--- config.mk ---
export PLATFORM = sky130hd
export DESIGN_NAME = data_point_loader
export DESIGN_NICKNAME = d
export VERILOG_FILES = /design/src/rtl/data_point_loader_pkg.sv /design/src/rtl/data_point_loader_row_packer.sv /design/src/rtl/data_point_loader.sv
export SDC_FILE = /design/constraint.sdc
export NUM_CORES = 1
export LEC_CHECK = 0
export CAP_MARGIN = 15
export CORE_ASPECT_RATIO = 1.5
export CORE_UTILIZATION = 40
export DETAILED_ROUTE_END_ITERATION = 6
export HOLD_SLACK_MARGIN = 0.06
export PLACE_DENSITY = 0.66
export SYNTH_ARGS = -nofsm -noshare
export SYNTH_HDL_FRONTEND = slang
export SYNTH_SLANG_ARGS = --single-unit
--- constraint.sdc ---
create_clock -name CLK -period 2.4 [get_ports CLK]
set_input_delay 0.36 -clock CLK [delete_from_list [all_inputs] [get_ports CLK]]
set_output_delay 0.36 -clock CLK [all_outputs]
set_load 0.005 [all_outputs]
--- src/rtl/data_point_loader_pkg.sv ---
// Shared types and default sizes for the data-point loader and its row packer.
// The FSM state enum lives here so datapath and memory-side code agree on encoding.
package data_point_loader_pkg;

    localparam int DPL_WORD_WIDTH   = 16;
    localparam int DPL_MAX_FEATURES = 11;
    localparam int FEAT_CNT_WIDTH   = 4;

    typedef enum logic [2:0] {
        IDLE,
        COLLECT,
        WRITE,
        GAP,
        FINISH
    } state_t;

endpackage

--- src/rtl/data_point_loader_row_packer.sv ---
// Row packer: counts accepted words of one data point and places each in its slot.
// Features fill slots 0..n-1 in arrival order; the final word (y) always lands in the top slot.
module row_packer
    import data_point_loader_pkg::*;
#(
    parameter int WORD_WIDTH   = DPL_WORD_WIDTH,
    parameter int MAX_FEATURES = DPL_MAX_FEATURES,
    parameter int DATA_WIDTH   = WORD_WIDTH * (MAX_FEATURES + 1)
) (
    input  logic                      CLK,
    input  logic                      RST_N,
    input  logic                      clear,
    input  logic                      accept,
    input  logic [WORD_WIDTH-1:0]     word,
    input  logic [FEAT_CNT_WIDTH-1:0] num_features,
    output logic                      last,
    output logic [DATA_WIDTH-1:0]     row_next
);

    logic [FEAT_CNT_WIDTH-1:0] word_cnt;
    logic [DATA_WIDTH-1:0]     row_buf;

    // The word arriving when the count equals num_features is the y value.
    assign last = (word_cnt == num_features);

    always_comb begin
        // NOTE: row_next is given a full default before the slot loop so no path leaves it unassigned (no latch).
        row_next = row_buf;
        for (int k = 0; k <= MAX_FEATURES; k++) begin
            if ((last && k == MAX_FEATURES) || (!last && k == int'(word_cnt))) begin
                row_next[k*WORD_WIDTH +: WORD_WIDTH] = word;
            end
        end
    end

    // NOTE: sequential state uses non-blocking assignments so every register samples pre-edge values.
    always_ff @(posedge CLK or negedge RST_N) begin
        if (!RST_N) begin
            word_cnt <= '0;
            row_buf  <= '0;
        end else if (clear) begin
            word_cnt <= '0;
            row_buf  <= '0;
        end else if (accept) begin
            word_cnt <= word_cnt + FEAT_CNT_WIDTH'(1);
            row_buf  <= row_next;
        end
    end

endmodule

--- src/rtl/data_point_loader.sv ---
// Streams feature/y words into packed rows and writes them to a row-wide memory.
// One FSM with registered outputs; word placement is delegated to row_packer.
module data_point_loader
    import data_point_loader_pkg::*;
#(
    parameter int ADDR_WIDTH   = 12,
    parameter int MAX_FEATURES = DPL_MAX_FEATURES,
    parameter int WORD_WIDTH   = DPL_WORD_WIDTH,
    parameter int DATA_WIDTH   = WORD_WIDTH * (MAX_FEATURES + 1),
    parameter int DEPTH        = 4
) (
    input  logic                      CLK,
    input  logic                      RST_N,
    input  logic                      start,
    input  logic [ADDR_WIDTH-1:0]     num_points,
    input  logic [FEAT_CNT_WIDTH-1:0] num_features,
    input  logic                      in_valid,
    output logic                      in_ready,
    input  logic [WORD_WIDTH-1:0]     in_data,
    output logic [ADDR_WIDTH-1:0]     ram_addr,
    output logic [DATA_WIDTH-1:0]     ram_wdata,
    output logic                      ram_we,
    output logic                      ram_oe,
    output logic                      busy,
    output logic                      done,
    output logic                      err
);

    state_t                    state;
    logic [ADDR_WIDTH-1:0]     row_idx;
    logic [ADDR_WIDTH-1:0]     np_q;
    logic [FEAT_CNT_WIDTH-1:0] nf_q;

    logic                  cfg_bad;
    logic                  accept;
    logic                  last_word;
    logic                  last_row;
    logic                  clear;
    logic [DATA_WIDTH-1:0] row_next;

    assign cfg_bad  = (num_points == '0) || (num_points > ADDR_WIDTH'(DEPTH)) ||
                      (num_features == '0) || (num_features > FEAT_CNT_WIDTH'(MAX_FEATURES));
    assign accept   = in_valid && in_ready;
    assign last_row = ((row_idx + ADDR_WIDTH'(1)) == np_q);
    // Buffer is wiped on every entry into COLLECT: from IDLE and from GAP when rows remain.
    assign clear    = ((state == IDLE) && start && !cfg_bad) ||
                      ((state == GAP) && !last_row);
    assign ram_addr = row_idx;

    row_packer #(
        .WORD_WIDTH  (WORD_WIDTH),
        .MAX_FEATURES(MAX_FEATURES),
        .DATA_WIDTH  (DATA_WIDTH)
    ) u_row_packer (
        .CLK         (CLK),
        .RST_N       (RST_N),
        .clear       (clear),
        .accept      (accept),
        .word        (in_data),
        .num_features(nf_q),
        .last        (last_word),
        .row_next    (row_next)
    );

    always_ff @(posedge CLK or negedge RST_N) begin
        if (!RST_N) begin
            state     <= IDLE;
            row_idx   <= '0;
            np_q      <= '0;
            nf_q      <= '0;
            ram_wdata <= '0;
            ram_we    <= 1'b0;
            ram_oe    <= 1'b1;
            in_ready  <= 1'b0;
            busy      <= 1'b0;
            done      <= 1'b0;
            err       <= 1'b0;
        end else begin
            done <= 1'b0;
            err  <= 1'b0;
            unique case (state)
                IDLE: begin
                    if (start) begin
                        np_q <= num_points;
                        nf_q <= num_features;
                        if (cfg_bad) begin
                            err <= 1'b1;
                        end else begin
                            state    <= COLLECT;
                            in_ready <= 1'b1;
                            ram_oe   <= 1'b0;
                            busy     <= 1'b1;
                        end
                    end
                end
                COLLECT: begin
                    if (accept && last_word) begin
                        state     <= WRITE;
                        in_ready  <= 1'b0;
                        ram_wdata <= row_next;
                        ram_we    <= 1'b1;
                    end
                end
                WRITE: begin
                    state  <= GAP;
                    ram_we <= 1'b0;
                end
                GAP: begin
                    // Row index stays on the last row so it never exceeds DEPTH-1.
                    if (last_row) begin
                        state <= FINISH;
                        done  <= 1'b1;
                    end else begin
                        state    <= COLLECT;
                        row_idx  <= row_idx + ADDR_WIDTH'(1);
                        in_ready <= 1'b1;
                    end
                end
                FINISH: begin
                    state   <= IDLE;
                    row_idx <= '0;
                    busy    <= 1'b0;
                    ram_oe  <= 1'b1;
                end
                default: state <= IDLE;
            endcase
        end
    end

endmodule

=== Yosys cells after proc, flatten, opt, wreduce, memory -nomap -nowiden ===
Index checks and enable logic that the tools add are counted.
W data, S select, Z words.

* Flip-flop bits (word level): 425
* Bits of input ports: 36
* Output and inout port bits: 210
* Word-level logic and storage cells: 118

* $add $sub $neg: 2
* Order comparisons: 2
* Equal/unequal tests: 21
* Muxes and demuxes: 39
* Reduce and logical (&&, ||, !) cells: 41

{| class="wikitable"
|+ Operators with widths
! cell !! count
|-
| $mux W192 || 2
|-
| $mux W16 || 12
|-
| $eq A4 B4 Y1 const A || 8
|-
| $pmux W12 S2 || 1
|-
| $logic_and A1 B1 Y1 || 17
|-
| $add A12 B1 Y12 const B || 1
|-
| $eq A12 B12 Y1 || 1
|-
| $gt A12 B3 Y1 const B || 1
|-
| $logic_not A12 Y1 || 1
|-
| $mux W1 || 12
|-
| $mux W12 || 1
|-
| $mux W3 || 4
|-
| $pmux W3 S4 || 1
|-
| $eq A3 B4 Y1 const A || 2
|-
| $logic_not A4 Y1 || 2
|-
| $mux W4 || 2
|-
| $ne A2 B2 Y1 const B || 4
|-
| $reduce_and A2 Y1 || 4
|-
| $reduce_bool A2 Y1 || 4
|-
| $eq A3 B2 Y1 const B || 2
|-
| $pmux W1 S2 || 3
|-
| $reduce_and A3 Y1 || 2
|-
| $logic_or A1 B1 Y1 || 5
|-
| $reduce_and A5 Y1 || 1
|-
| other kinds (10) || 12
|}

=== Logic depth before layout (Yosys ltp) ===
Gate-level depths: netlist (run 1).

* Depth after elaboration: 8
* Mapped depth: 12
* Mapped depth without buffers: 8

=== Cells and area by module ===
A second synthesis (run 1) with hierarchy kept.

* Cell total of the unflattened synthesis: 1562
* Area total of the unflattened synthesis: 20490.9 um^2

{| class="wikitable"
|+ Modules (own cells, without submodules)
! module !! times used !! cells an instance !! area an instance (um^2) !! sequential area each (um^2)
|-
| row_packer || 1 || 958 || 11432.2 || 4904.7
|-
| data_point_loader || 1 || 604 || 9058.7 || 5731.7
|}

=== Least setup slack after synthesis (run 1) ===
OpenSTA, ideal clock, no wires.

* Path type: reg-to-reg
* Start point: register row_idx[0] (netlist: ram_addr[0])
* End point: register u_row_packer.row_buf[102]
* Arrival time: 2.554 ns
* Required time: 2.327 ns
* Slack: -0.226 ns
* Stages on the path, launching flop included: 12
* Path buffers: 3
* Clock period less this slack: 2.626 ns
* Cells stage by stage: dfrtp_1 > ha_1 > nand4_1 > or4_1 > a21oi_1 > nor3_1 > or4_1 > buf_2 > o2bb2ai_4 > buf_6 > buf_6 > nor2_1

* Longest elaborated chain between the ends: 6

{| class="wikitable"
|+ RTL lines
! what !! RTL line !! source
|-
| from (decl) || data_point_loader.sv:30 || <nowiki>logic [ADDR_WIDTH-1:0] row_idx;</nowiki>
|-
| from (signal assigned) || data_point_loader.sv:115 || <nowiki>row_idx <= row_idx + ADDR_WIDTH'(1);</nowiki>
|-
| $add A12 B1 Y12 * || data_point_loader.sv:44 || <nowiki>assign last_row = ((row_idx + ADDR_WIDTH'(1)) == np_q);</nowiki>
|-
| $eq A12 B12 Y1 * || data_point_loader.sv:44 ||
|-
| $logic_not A1 Y1 * || data_point_loader.sv:47 || <nowiki>((state == GAP) && !last_row);</nowiki>
|-
| $logic_and A1 B1 Y1 * || data_point_loader.sv:47 ||
|-
| $logic_or A1 B1 Y1 * || data_point_loader.sv:46 || <nowiki>assign clear = ((state == IDLE) && start && !cfg_bad) ||</nowiki>
|-
| $mux W192 / $reduce_bool A2 Y1 (equally long branches) || n/a ||
|-
| to (signal assigned) || data_point_loader_row_packer.sv:46 || <nowiki>row_buf <= row_next;</nowiki>
|-
| to (decl) || data_point_loader_row_packer.sv:21 || <nowiki>logic [DATA_WIDTH-1:0] row_buf;</nowiki>
|}

Mark *: on every way between the ends. The rest lies on a longest branch, timed or not.
A chain may end at the register's enable or synchronous reset.

=== Worst setup path in the final report (run 1) ===
* Start point: register row_idx[1] (netlist: ram_addr[1])
* End point: register in_ready

* Longest elaborated chain between the ends: 4

{| class="wikitable"
|+ RTL lines
! what !! RTL line !! source
|-
| $add A12 B1 Y12 || data_point_loader.sv:44 ||
|-
| $eq A12 B12 Y1 || data_point_loader.sv:44 ||
|-
| $ne A2 B2 Y1 (no source line) || n/a ||
|-
| $reduce_and A5 Y1 (no source line) || n/a ||
|-
| to (signal assigned) || data_point_loader.sv:74 || <nowiki>in_ready <= 1'b0;</nowiki>
|-
| to (signal assigned) || data_point_loader.sv:90 || <nowiki>in_ready <= 1'b1;</nowiki>
|-
| to (signal assigned) || data_point_loader.sv:99 || <nowiki>in_ready <= 1'b0;</nowiki>
|-
| to (decl) || data_point_loader.sv:18 || <nowiki>output logic in_ready,</nowiki>
|}

No other way between the ends.

==> results of run 1 <==
==> what timing repair did <==
item | in CTS | in global routing
resized for setup | 22 | 47
hold buffers | 1 | 0
endpoints found under the setup margin | 247 | 196
hold endpoints to repair | 49 | 0
pin swaps | 4 | 10
buffers inserted | 8 | 0
==> registers in the layout (all words and copies together), names as in the netlist <==
name	flops
ram_we	1
u_row_packer.row_buf	176
ram_oe	1
busy	1
state	3
err	1
ram_addr	12
done	1
np_q	12
nf_q	4
in_ready	1
ram_wdata	192
u_row_packer.word_cnt	4
==> power breakdown <==
| part | internal, uW | switching, uW | leakage, uW |
|---|---|---|---|
| Combinational | 406 | 593 | 0.00625 |
| Sequential | 6980 | 57.4 | 0.00566 |
| Clock | 4210 | 2760 | 0.000721 |
| Total | 11600 | 3410 | 0.0126 |
==> routing by layer <==
metal,up-vias,GRT usage [%]
met4,0,6.52
li1,6243,-
met5,-,0
met2,264,37.2
met3,69,2.83
met1,6588,28.0
==> cells in the mapped netlist (2+ instances only) <==
master and number:
a21oi_1 8, buf_6 14, clkbuf_1 104, nor2b_1 3, nor3b_1 2, mux2i_1 359, a31oi_1 6, or4_1 2
nor4_1 4, nand2b_1 2, nand2_1 214, xnor2_1 14, nor2_1 196, nand3_1 19, dfrtp_1 408, ha_1 5
buf_1 6, nand4_1 9, and2_1 4, a211oi_1 3, xor2_1 8, inv_1 7, a311oi_1 4, o211ai_1 2
o21a_1 2, o21ai_0 183, nor3_1 5, buf_2 16, and3_1 2, mux2_2 34, nand4b_1 2, and4b_1 2
and4_1 2
==> cells by family (layout without fill, tap and decap cells) <==
logic type | after synthesis | after routing | synth area share, %
and+or+nand+nor | 473 | 473 | 10.6
AOI/OAI and AO/OA | 215 | 215 | 6.35
muxes | 393 | 393 | 21.8
xor gates and xnor gates | 22 | 22 | 1.06
buffers and inverters | 147 | 467 | 3.71
adders and majority gates | 5 | 5 | 0.343
DFF | 409 | 409 | 56.1
==> worst paths after layout <==
check	startpoint	to	depth (start not counted)
min in group CLK	ram_oe	ram_oe	2
max in group asynchronous	RST_N	ram_addr[0]	3
max reg2reg	ram_addr[1]	in_ready	10
min	RST_N	u_row_packer.row_buf[173]	2
max	ram_addr[1]	in_ready	10
min reg2reg	ram_oe	ram_oe	2
==> final cells by class <==
| type | instances | area share, % |
|---|---|---|
| sequential | 409 | 42.7 |
| timing repair buffer | 383 | 16.3 |
| clock buffer | 62 | 5.30 |
| clock inverter | 15 | 0.867 |
| tap | 582 | 3.04 |
| inverter | 7 | 0.110 |
| multi-input combinational | 1108 | 31.6 |
==> stage by stage <==
step                instances  TNS (ps)  instance area (sq um)  total power [uW]  utilization, %
finish                   2566    -19490                  24000             15000            53.3
floorplan                1664      -507                  18300              7610               -
global route             2566    -47160                  24000             15500            53.3
detailed placement       2480    -85010                  22200              8160            49.3
CTS                      2566    -10860                  23800             15200            53.0
global placement         2480    -78500                  22200              8140            49.3
==> results.py, run 1 <==
metrics = {
    "worst_setup_path": {
        "path_max_fanout": 11,
        "critPathKind": "reg -> reg",
        "crit_family": "simple AND/OR/NAND/NOR gates",
        "r2r_setup_slack_ps": -170,
        "cp.required_ps": 2830,
        "critPathSlowestCell": "or4_4",
        "start_kind": "flop",
        "path_buf_inv": 3,
        "end_kind": "flop",
        "crit_arrival_ps": 3000,
        "worstPathCellList": "buf_4, nand3_2, or3_1, o22ai_2, nand2_1, or4_4, o2bb2ai_4, buf_12, buf_4, o21a_1",
        "max_stage_delay_ps": 560,
        "cpMostUsedCell": "buf_4",
    },
    "power": {
        "powerDensity_mw_per_mm2": 626,
        "ir_worst_vdd_v": 0.000462,
        "leakagePower_uw": 0.0126,
    },
    "placement": {
        "port_buffers": 245,
        "post-dp-hpwl_mm": 32.9,
        "gp_congestion": 0.854,
        "dp_slack_ps": -481,
    },
    "synthesis": {
        "synth_ff_type": "dfrtp_1",
        "synth_area_leaders": "dfrtp_1, mux2i_1, o21ai_0",
        "synth_top_area_cell": "dfrtp_1",
        "synth.top_cell.area_share_pct": 56.0,
        "synth_cell_types": 46,
        "synth_nets": 1705,
        "avgSynthCellArea_sq_um": 11.0,
        "synth_edf_count": 0,
        "ys_seq_area_share_pct": 56.1,
        "postSynthCellCount": 1664,
        "async_flop_share_pct": 100,
        "yosys_warnings": 0,
        "synth_seq_cells": 409,
        "synth_area_sq_mm": 0.0182,
    },
    "global_routing": {
        "grt_pass1_vias": 13300,
        "grt_max_degree": 112,
        "grt_pass1_wl_mm": 77.6,
        "antenna_found_initial": 0,
        "grt_util_all_layers_pct": 21.6,
        "grt-ovfl-total": 0,
    },
    "sta": {
        "fmax_mhz": 390,
        "slew_headroom_pct": 37.2,
        "setup_ws_ps": -167,
        "finalMaxSlewViolations": 0,
        "worstMarginPinSlew_ps": 940,
        "report.final.setup_viol": 191,
        "fin_crit_ps": 2570,
        "final_hold_viol_count": 0,
        "hold_slack_ps": 393,
        "period_share_pct": 107,
        "skew_ps": 11.7,
        "rsz0062_at_grt": "yes",
    },
    "cells_and_area": {
        "final_cell_mix": "dfrtp_1, mux2i_1, clkdlybuf4s50_1, nand2_1, o21ai_0",
        "fillers": 3898,
        "multiInputGateArea_sq_mm": 0.00757,
        "final_nets": 1992,
        "n_antenna_cell": 0,
        "drive_gt1_share_pct": 15.5,
        "seq_area_sq_mm": 0.0102,
        "syn_to_final_growth_pct": 31.3,
        "layout_commonest_cell": "dfrtp_1",
    },
    "route": {
        "route.detailed.drc": 0,
        "avgRoutedWirePerCell_microns": 19.3,
        "wl_met2_mm": 25.2,
        "num_vias": 13200,
        "viasPerCell": 5.13,
        "wl_met1_mm": 21.3,
        "postRouteAntennaNets": 0,
        "first_pass_iters": 4,
        "wl_mm": 49.5,
        "wl_met3_mm": 1.77,
        "top_layer": "met4",
        "drt_iter0_drc": 671,
    },
    "cts": {
        "cts_root_buf": "clkbuf_16",
        "clkTransAtPathRegs_ps": 60,
        "cts_tree": "done",
        "clock_sinks": 409,
        "clkLatencyLatePin_ps": 550,
        "htree_levels": 2,
        "cts.path.max_buffers": 3,
        "numCtsBuffers": 42,
    },
    "outcome": {
        "status": "finished with violations",
        "violations": "negative setup slack",
    },
    "floorplan": {
        "die_h_microns": 264,
        "core_area_sq_mm": 0.0449,
        "dieArea_sq_mm": 0.0465,
        "ios": 246,
        "initial_core_util_pct": 40.6,
        "dieWidth_microns": 176,
        "rows": 95,
    },
    "job": {
        "maxCapViolCount": 0,
    },
    "worst_hold_path": {
        "hp-class": "in -> async",
    },
}
(Power assumes the default switching activity.)
==> inputs of run 2 (changes only) <==
Settings changed: CTS_CLUSTER_SIZE from default to 10, DONT_BUFFER_PORTS from default to 1, PLACE_DENSITY 0.66 to 0.58.
==> run 2 against run 1 <==
Fmax about the same. The flow finishes with violations (negative hold slack, negative setup slack). Non-clock buffer count shrank 252. Critical path depth shrank 1. Hold slack worse by 870 ps. Sequential power hardly changed. Design area decreased by 10%. Critical endpoint is now u_row_packer.row_buf[138].
==> results.py, run 2 (synthesis gave the netlist of run 1 again) <==
metrics = {
    "sta": {
        "hold_slack_ps": -478,
        "fin_crit_ps": 2570,
        "final_hold_viol_count": 413,
        "report.final.setup_viol": 192,
        "finalMaxSlewViolations": 0,
        "period_share_pct": 107,
        "rsz0062_at_grt": "yes",
        "skew_ps": 19.9,
        "fmax_mhz": 389,
        "worstMarginPinSlew_ps": 1260,
        "setup_ws_ps": -169,
        "slew_headroom_pct": 16.3,
    },
    "cts": {
        "clkTransAtPathRegs_ps": 60,
        "clock_sinks": 409,
        "htree_levels": 2,
        "cts_tree": "done",
        "numCtsBuffers": 47,
        "cts_root_buf": "clkbuf_16",
        "cts.path.max_buffers": 3,
        "clkLatencyLatePin_ps": 560,
        "cts_hold_buf": 39,
    },
    "worst_setup_path": {
        "cpMostUsedCell": "buf_4",
        "max_stage_delay_ps": 660,
        "end_kind": "flop",
        "path_max_fanout": 7,
        "critPathSlowestCell": "or4_4",
        "worstPathCellList": "buf_4, and3_2, nand2_1, buf_4, a31oi_1, or4_4, o2bb2ai_4, clkbuf_16, nor2_4",
        "start_kind": "flop",
        "cp.required_ps": 2880,
        "critPathKind": "reg -> reg",
        "crit_arrival_ps": 3050,
        "worst-r2r-cell-count": 9,
    },
    "placement": {
        "gp_congestion": 0.847,
        "dp_slack_ps": -249,
        "port_buffers": 0,
        "post-dp-hpwl_mm": 30.3,
        "dp_cells": 2190,
    },
    "floorplan": {
        "core_area_sq_mm": 0.0449,
        "rows": 95,
        "initial_core_util_pct": 40.6,
        "die_h_microns": 264,
        "dieWidth_microns": 176,
        "dieArea_sq_mm": 0.0465,
        "ios": 246,
    },
    "cells_and_area": {
        "layout_commonest_cell": "dfrtp_1",
        "reg.largest.list": "ram_wdata: 192 flops, u_row_packer.row_buf: 176 flops",
        "syn_to_final_growth_pct": 17.8,
        "drive_gt1_share_pct": 14.6,
        "final_nets": 1746,
        "final_cell_mix": "dfrtp_1, mux2i_1, nand2_1, o21ai_0, nor2_1",
        "top_register": "ram_wdata",
        "fin_cells": 2300,
        "largest_register_ffs": 192,
        "n_antenna_cell": 0,
    },
    "outcome": {
        "violations": "negative hold slack, negative setup slack",
        "status": "finished with violations",
    },
    "route": {
        "avgRoutedWirePerCell_microns": 22.9,
        "first_pass_iters": 5,
        "viasPerCell": 5.33,
        "wl_mm": 52.8,
        "num_vias": 12300,
        "drt_iter0_drc": 669,
        "route.detailed.drc": 0,
        "postRouteAntennaNets": 0,
    },
    "global_routing": {
        "grt_pass1_vias": 12500,
        "grt-ovfl-total": 0,
        "grt_max_degree": 410,
        "antenna_found_initial": 0,
        "grt_util_all_layers_pct": 22.4,
        "grt_pass1_wl_mm": 78.7,
    },
    "power": {
        "leakagePower_uw": 0.0116,
        "powerDensity_mw_per_mm2": 665,
        "ir_worst_vdd_v": 0.000498,
    },
    "job": {
        "maxCapViolCount": 0,
    },
    "worst_hold_path": {
        "hp-class": "in -> async",
    },
}
run 2: cell count changes in the layout (fill, tap and decap cells not counted), moves of 8 or more:
cell	change
buf_4	-32
clkbuf_16	+8
clkdlybuf4s50_1	-244
dlygate4sd3_1	+23
nor2_2	-32
nor2_4	+33
run 2: worst max-delay path, delay by kind of cell, from the launching register on:
| family | cells | cell delay [ps] |
|---|---|---|
| AOI/OAI and AO/OA | 2 | 430 |
| and+or+nand+nor | 4 | 1080 |
| DFF | 1 | 430 |
| buffers and inverters | 3 | 550 |
run 2: area by class of cell:
class,instances,area (sq um)
multi-input combinational,1109,7670
clock inverter,1,7.51
inverter,7,26.3
timing repair buffer,131,1520
sequential,409,10200
clock buffer,61,1290
tap,582,728
fill,4140,23500
run 2: metal layers:
layer  track usage [%]  part of all wire [%]
met4              7.04                   3.1
met5                 0                     0
met1              27.9                    41
met2              38.6                    51
met3              4.68                   5.5
run 2: where the power goes:
| group | internal, uW | switching (uW) | total (uW) | leakage (uW) |
|---|---|---|---|---|
| clock network | 3690 | 2680 | 6370 | 0.000630 |
| registers | 6980 | 57.7 | 7040 | 0.00566 |
| logic | 402 | 466 | 868 | 0.00530 |
run 2: path summary, 6_finish.rpt:
path | start | slack, ps | to
max in group asynchronous | RST_N | 1870 | ram_wdata[153]
setup / recovery | ram_addr[1] | -170 | u_row_packer.row_buf[138]
hold reg to reg | ram_oe | 480 | ram_oe
hold / removal | RST_N | -480 | ram_wdata[8]
min in group CLK | in_data[13] | -30 | u_row_packer.row_buf[93]
setup reg to reg | ram_addr[1] | -170 | u_row_packer.row_buf[138]
run 2: repair_timing:
| action | in CTS | in global routing |
|---|---|---|
| setup endpoints to repair | 244 | 262 |
| endpoints found under the hold margin | 763 | 426 |
| resized for setup | 6 | 83 |
| setup buffers | 0 | 3 |
| cloned | 0 | 6 |
| pin swaps | 0 | 38 |
run 2: per-stage QoR:
step                area, sq um  utilization, %  hold WS, ps  TNS (ps)  total power (uW)
finish                    21500            47.8         -478    -24020             14300
global route              21500            47.8         -498    -43360             14800
CTS                       21000            46.8         -512    -13860             14400
detailed placement        19200            42.6         79.7    -40140              7750
global placement          19200            42.6         81.6    -34410              7740
floorplan                 18300               -         64.4      -507              7610
==> inputs of run 3 (changes only) <==
Settings changed: SLEW_MARGIN from default to 25, SYNTH_HIERARCHICAL from default to 1.
==> run 3 against run 2 <==
The run still ends with negative hold slack, negative setup slack left. First-iteration DRC count increased by 8.1%. Total power increased by 120%. Setup slack got worse by 460 ps. Die area increased by 12%. Flip-flop and latch count increased by 16. Sequential power increased by 75%.
==> results.py, run 3 <==
metrics = {
    "power": {
        "powerDensity_mw_per_mm2": 1190,
        "ir_worst_vdd_v": 0.000739,
        "leakagePower_uw": 0.0123,
    },
    "sta": {
        "final_hold_viol_count": 426,
        "worstMarginPinSlew_ps": 1220,
        "setup_ws_ps": -631,
        "period_share_pct": 126,
        "finalMaxSlewViolations": 0,
        "fin_crit_ps": 3030,
        "skew_ps": 12.7,
        "fmax_mhz": 330,
        "tns_ps": -115030,
        "report.final.setup_viol": 404,
        "rsz0062_at_grt": "yes",
        "slew_headroom_pct": 18.7,
        "hold_slack_ps": -525,
    },
    "synthesis": {
        "synth_edf_count": 0,
        "synth_area_leaders": "dfrtp_1, mux2_2, mux2i_1",
        "avgSynthCellArea_sq_um": 13.1,
        "synth_top_area_cell": "dfrtp_1",
        "synth_ff_type": "dfrtp_1",
        "synth_seq_cells": 425,
        "ys_seq_area_share_pct": 51.9,
        "async_flop_share_pct": 100,
        "synth_most_common_cell": "dfrtp_1",
        "synth_common_cells": "dfrtp_1, mux2_2, nand2b_1, mux2i_1, clkbuf_1",
        "synth_nets": 1603,
        "yosys_warnings": 6,
        "synth.top_cell.area_share_pct": 51.8,
        "synth_area_sq_mm": 0.0205,
        "synth_cell_types": 55,
        "postSynthCellCount": 1562,
    },
    "cts": {
        "cts_tree": "done",
        "htree_levels": 2,
        "clkLatencyLatePin_ps": 580,
        "cts_root_buf": "clkbuf_16",
        "cts.path.max_buffers": 3,
        "clkTransAtPathRegs_ps": 60,
        "numCtsBuffers": 49,
        "clock_sinks": 425,
    },
    "route": {
        "num_vias": 13400,
        "drt_iter0_drc": 723,
        "postRouteAntennaNets": 0,
        "wl_mm": 68.3,
        "avgRoutedWirePerCell_microns": 28.3,
        "first_pass_iters": 5,
        "route.detailed.drc": 0,
        "viasPerCell": 5.56,
    },
    "cells_and_area": {
        "drive_gt1_share_pct": 45.7,
        "layout_commonest_cell": "dfrtp_1",
        "fin_cells": 2414,
        "n_antenna_cell": 0,
        "final_nets": 1768,
        "syn_to_final_growth_pct": 29.2,
        "reg.largest.list": "ram_wdata: 192 flops, u_row_packer/row_buf: 192 flops",
        "final_cell_mix": "dfrtp_1, mux2_2, mux2i_1, nand2b_1, buf_4",
    },
    "placement": {
        "port_buffers": 0,
        "gp_congestion": 0.887,
        "dp_cells": 2230,
        "post-dp-hpwl_mm": 37.8,
        "dp_slack_ps": -682,
    },
    "floorplan": {
        "ios": 246,
        "dieWidth_microns": 187,
        "initial_core_util_pct": 40.5,
        "die_h_microns": 279,
        "core_area_sq_mm": 0.0505,
        "dieArea_sq_mm": 0.0522,
        "rows": 101,
    },
    "global_routing": {
        "gr-usage-met3_pct": 4.86,
        "antenna_found_initial": 0,
        "grt_max_degree": 426,
        "met2_usage_pct": 43.7,
        "grt_util_all_layers_pct": 23.5,
        "grt-ovfl-total": 0,
        "met1_usage_pct": 25.3,
        "grt_pass1_wl_mm": 91.0,
        "grt_pass1_vias": 13900,
        "busiest_layer": "met2",
    },
    "worst_setup_path": {
        "critPathKind": "reg -> reg",
        "cp.required_ps": 2880,
        "end_kind": "flop",
        "crit_arrival_ps": 3510,
        "path_max_fanout": 16,
        "start_kind": "flop",
    },
    "outcome": {
        "violations": "negative hold slack, negative setup slack",
        "status": "finished with violations",
    },
    "job": {
        "maxCapViolCount": 0,
    },
    "worst_hold_path": {
        "hp-class": "in -> async",
    },
}
run 3: path summary, 6_finish.rpt:
check	slack [ps]	endpoint	startpoint	cells past startpoint
worst max register to register	-630	u_row_packer/row_buf[185]	ram_addr[0]	15
min in group CLK	-50	u_row_packer/row_buf[184]	in_data[8]	2
worst min register to register	470	ram_oe	ram_oe	2
worst min-delay path	-530	u_row_packer/row_buf[84]	RST_N	0
max in group asynchronous	1920	ram_wdata[147]	RST_N	0
worst max-delay path	-630	u_row_packer/row_buf[185]	ram_addr[0]	15
run 3: final cells by class:
type                       count  area, sq um
sequential                   425        10600
fill                        4213        24100
inverter                      10         42.5
tap                          669          837
timing repair buffer         236         3280
clock inverter                 3         18.8
clock buffer                  66         1360
multi-input combinational   1005        10300
run 3: where the power goes:
part	internal [uW]	switching [uW]
clock	3890	2950
sequential	10000	2270
combinational	6970	5310
run 3: per-stage QoR:
stage / total power [uW] / util [%] / area [sq um] / hold slack (ps)
floorplan: 18900 / - / 21000 / 64.4
global placement: 21900 / 44.0 / 22300 / 93.1
detailed placement: 22200 / 44.2 / 22300 / 93.2
CTS: 29800 / 49.0 / 24800 / -526
global route: 32900 / 52.4 / 26500 / -540
finish: 31400 / 52.4 / 26500 / -525
run 3: what timing repair did:
item / 4_1_cts / 5_1_grt
hold buffers: 35 / 2
pin swaps: 10 / 21
gates cloned: 8 / 43
endpoints found under the setup margin: 246 / 380
buffers inserted: 11 / 17
gates resized for setup: 80 / 145
endpoints found under the hold margin: 565 / 433
run 3: kinds of logic after synthesis:
group                    synth area share [%]
adder cells (fa/ha/maj)                 0.305
flip-flops                               51.9
buffers and inverters                    3.22
multiplexers                             31.1
AO/OA/AOI/OAI                            2.78
AND/OR/NAND/NOR                          9.69
XOR/XNOR                                0.971
run 3: worst max-delay path, stage by stage (launching register included):
cell	delay (ps)
dfrtp_2	430
buf_4	140
buf_4	140
xnor2_1	130
nor3_2	190
nand4_1	110
or4_4	530
or2_4	280
nand3_4	70
a21oi_4	100
buf_12	170
buf_6	110
nor2_4	110
buf_12	160
a22oi_1	120
o311ai_2	110
run 3: routing by layer:
layer  wire (microns)  vias up  share of wire [%]
met5                0        -                  0
met4             3300        0                4.8
met3             3380      139                4.9
met2            36200      399                 53
met1            25400     7027                 37
li1                 -     5864                  -
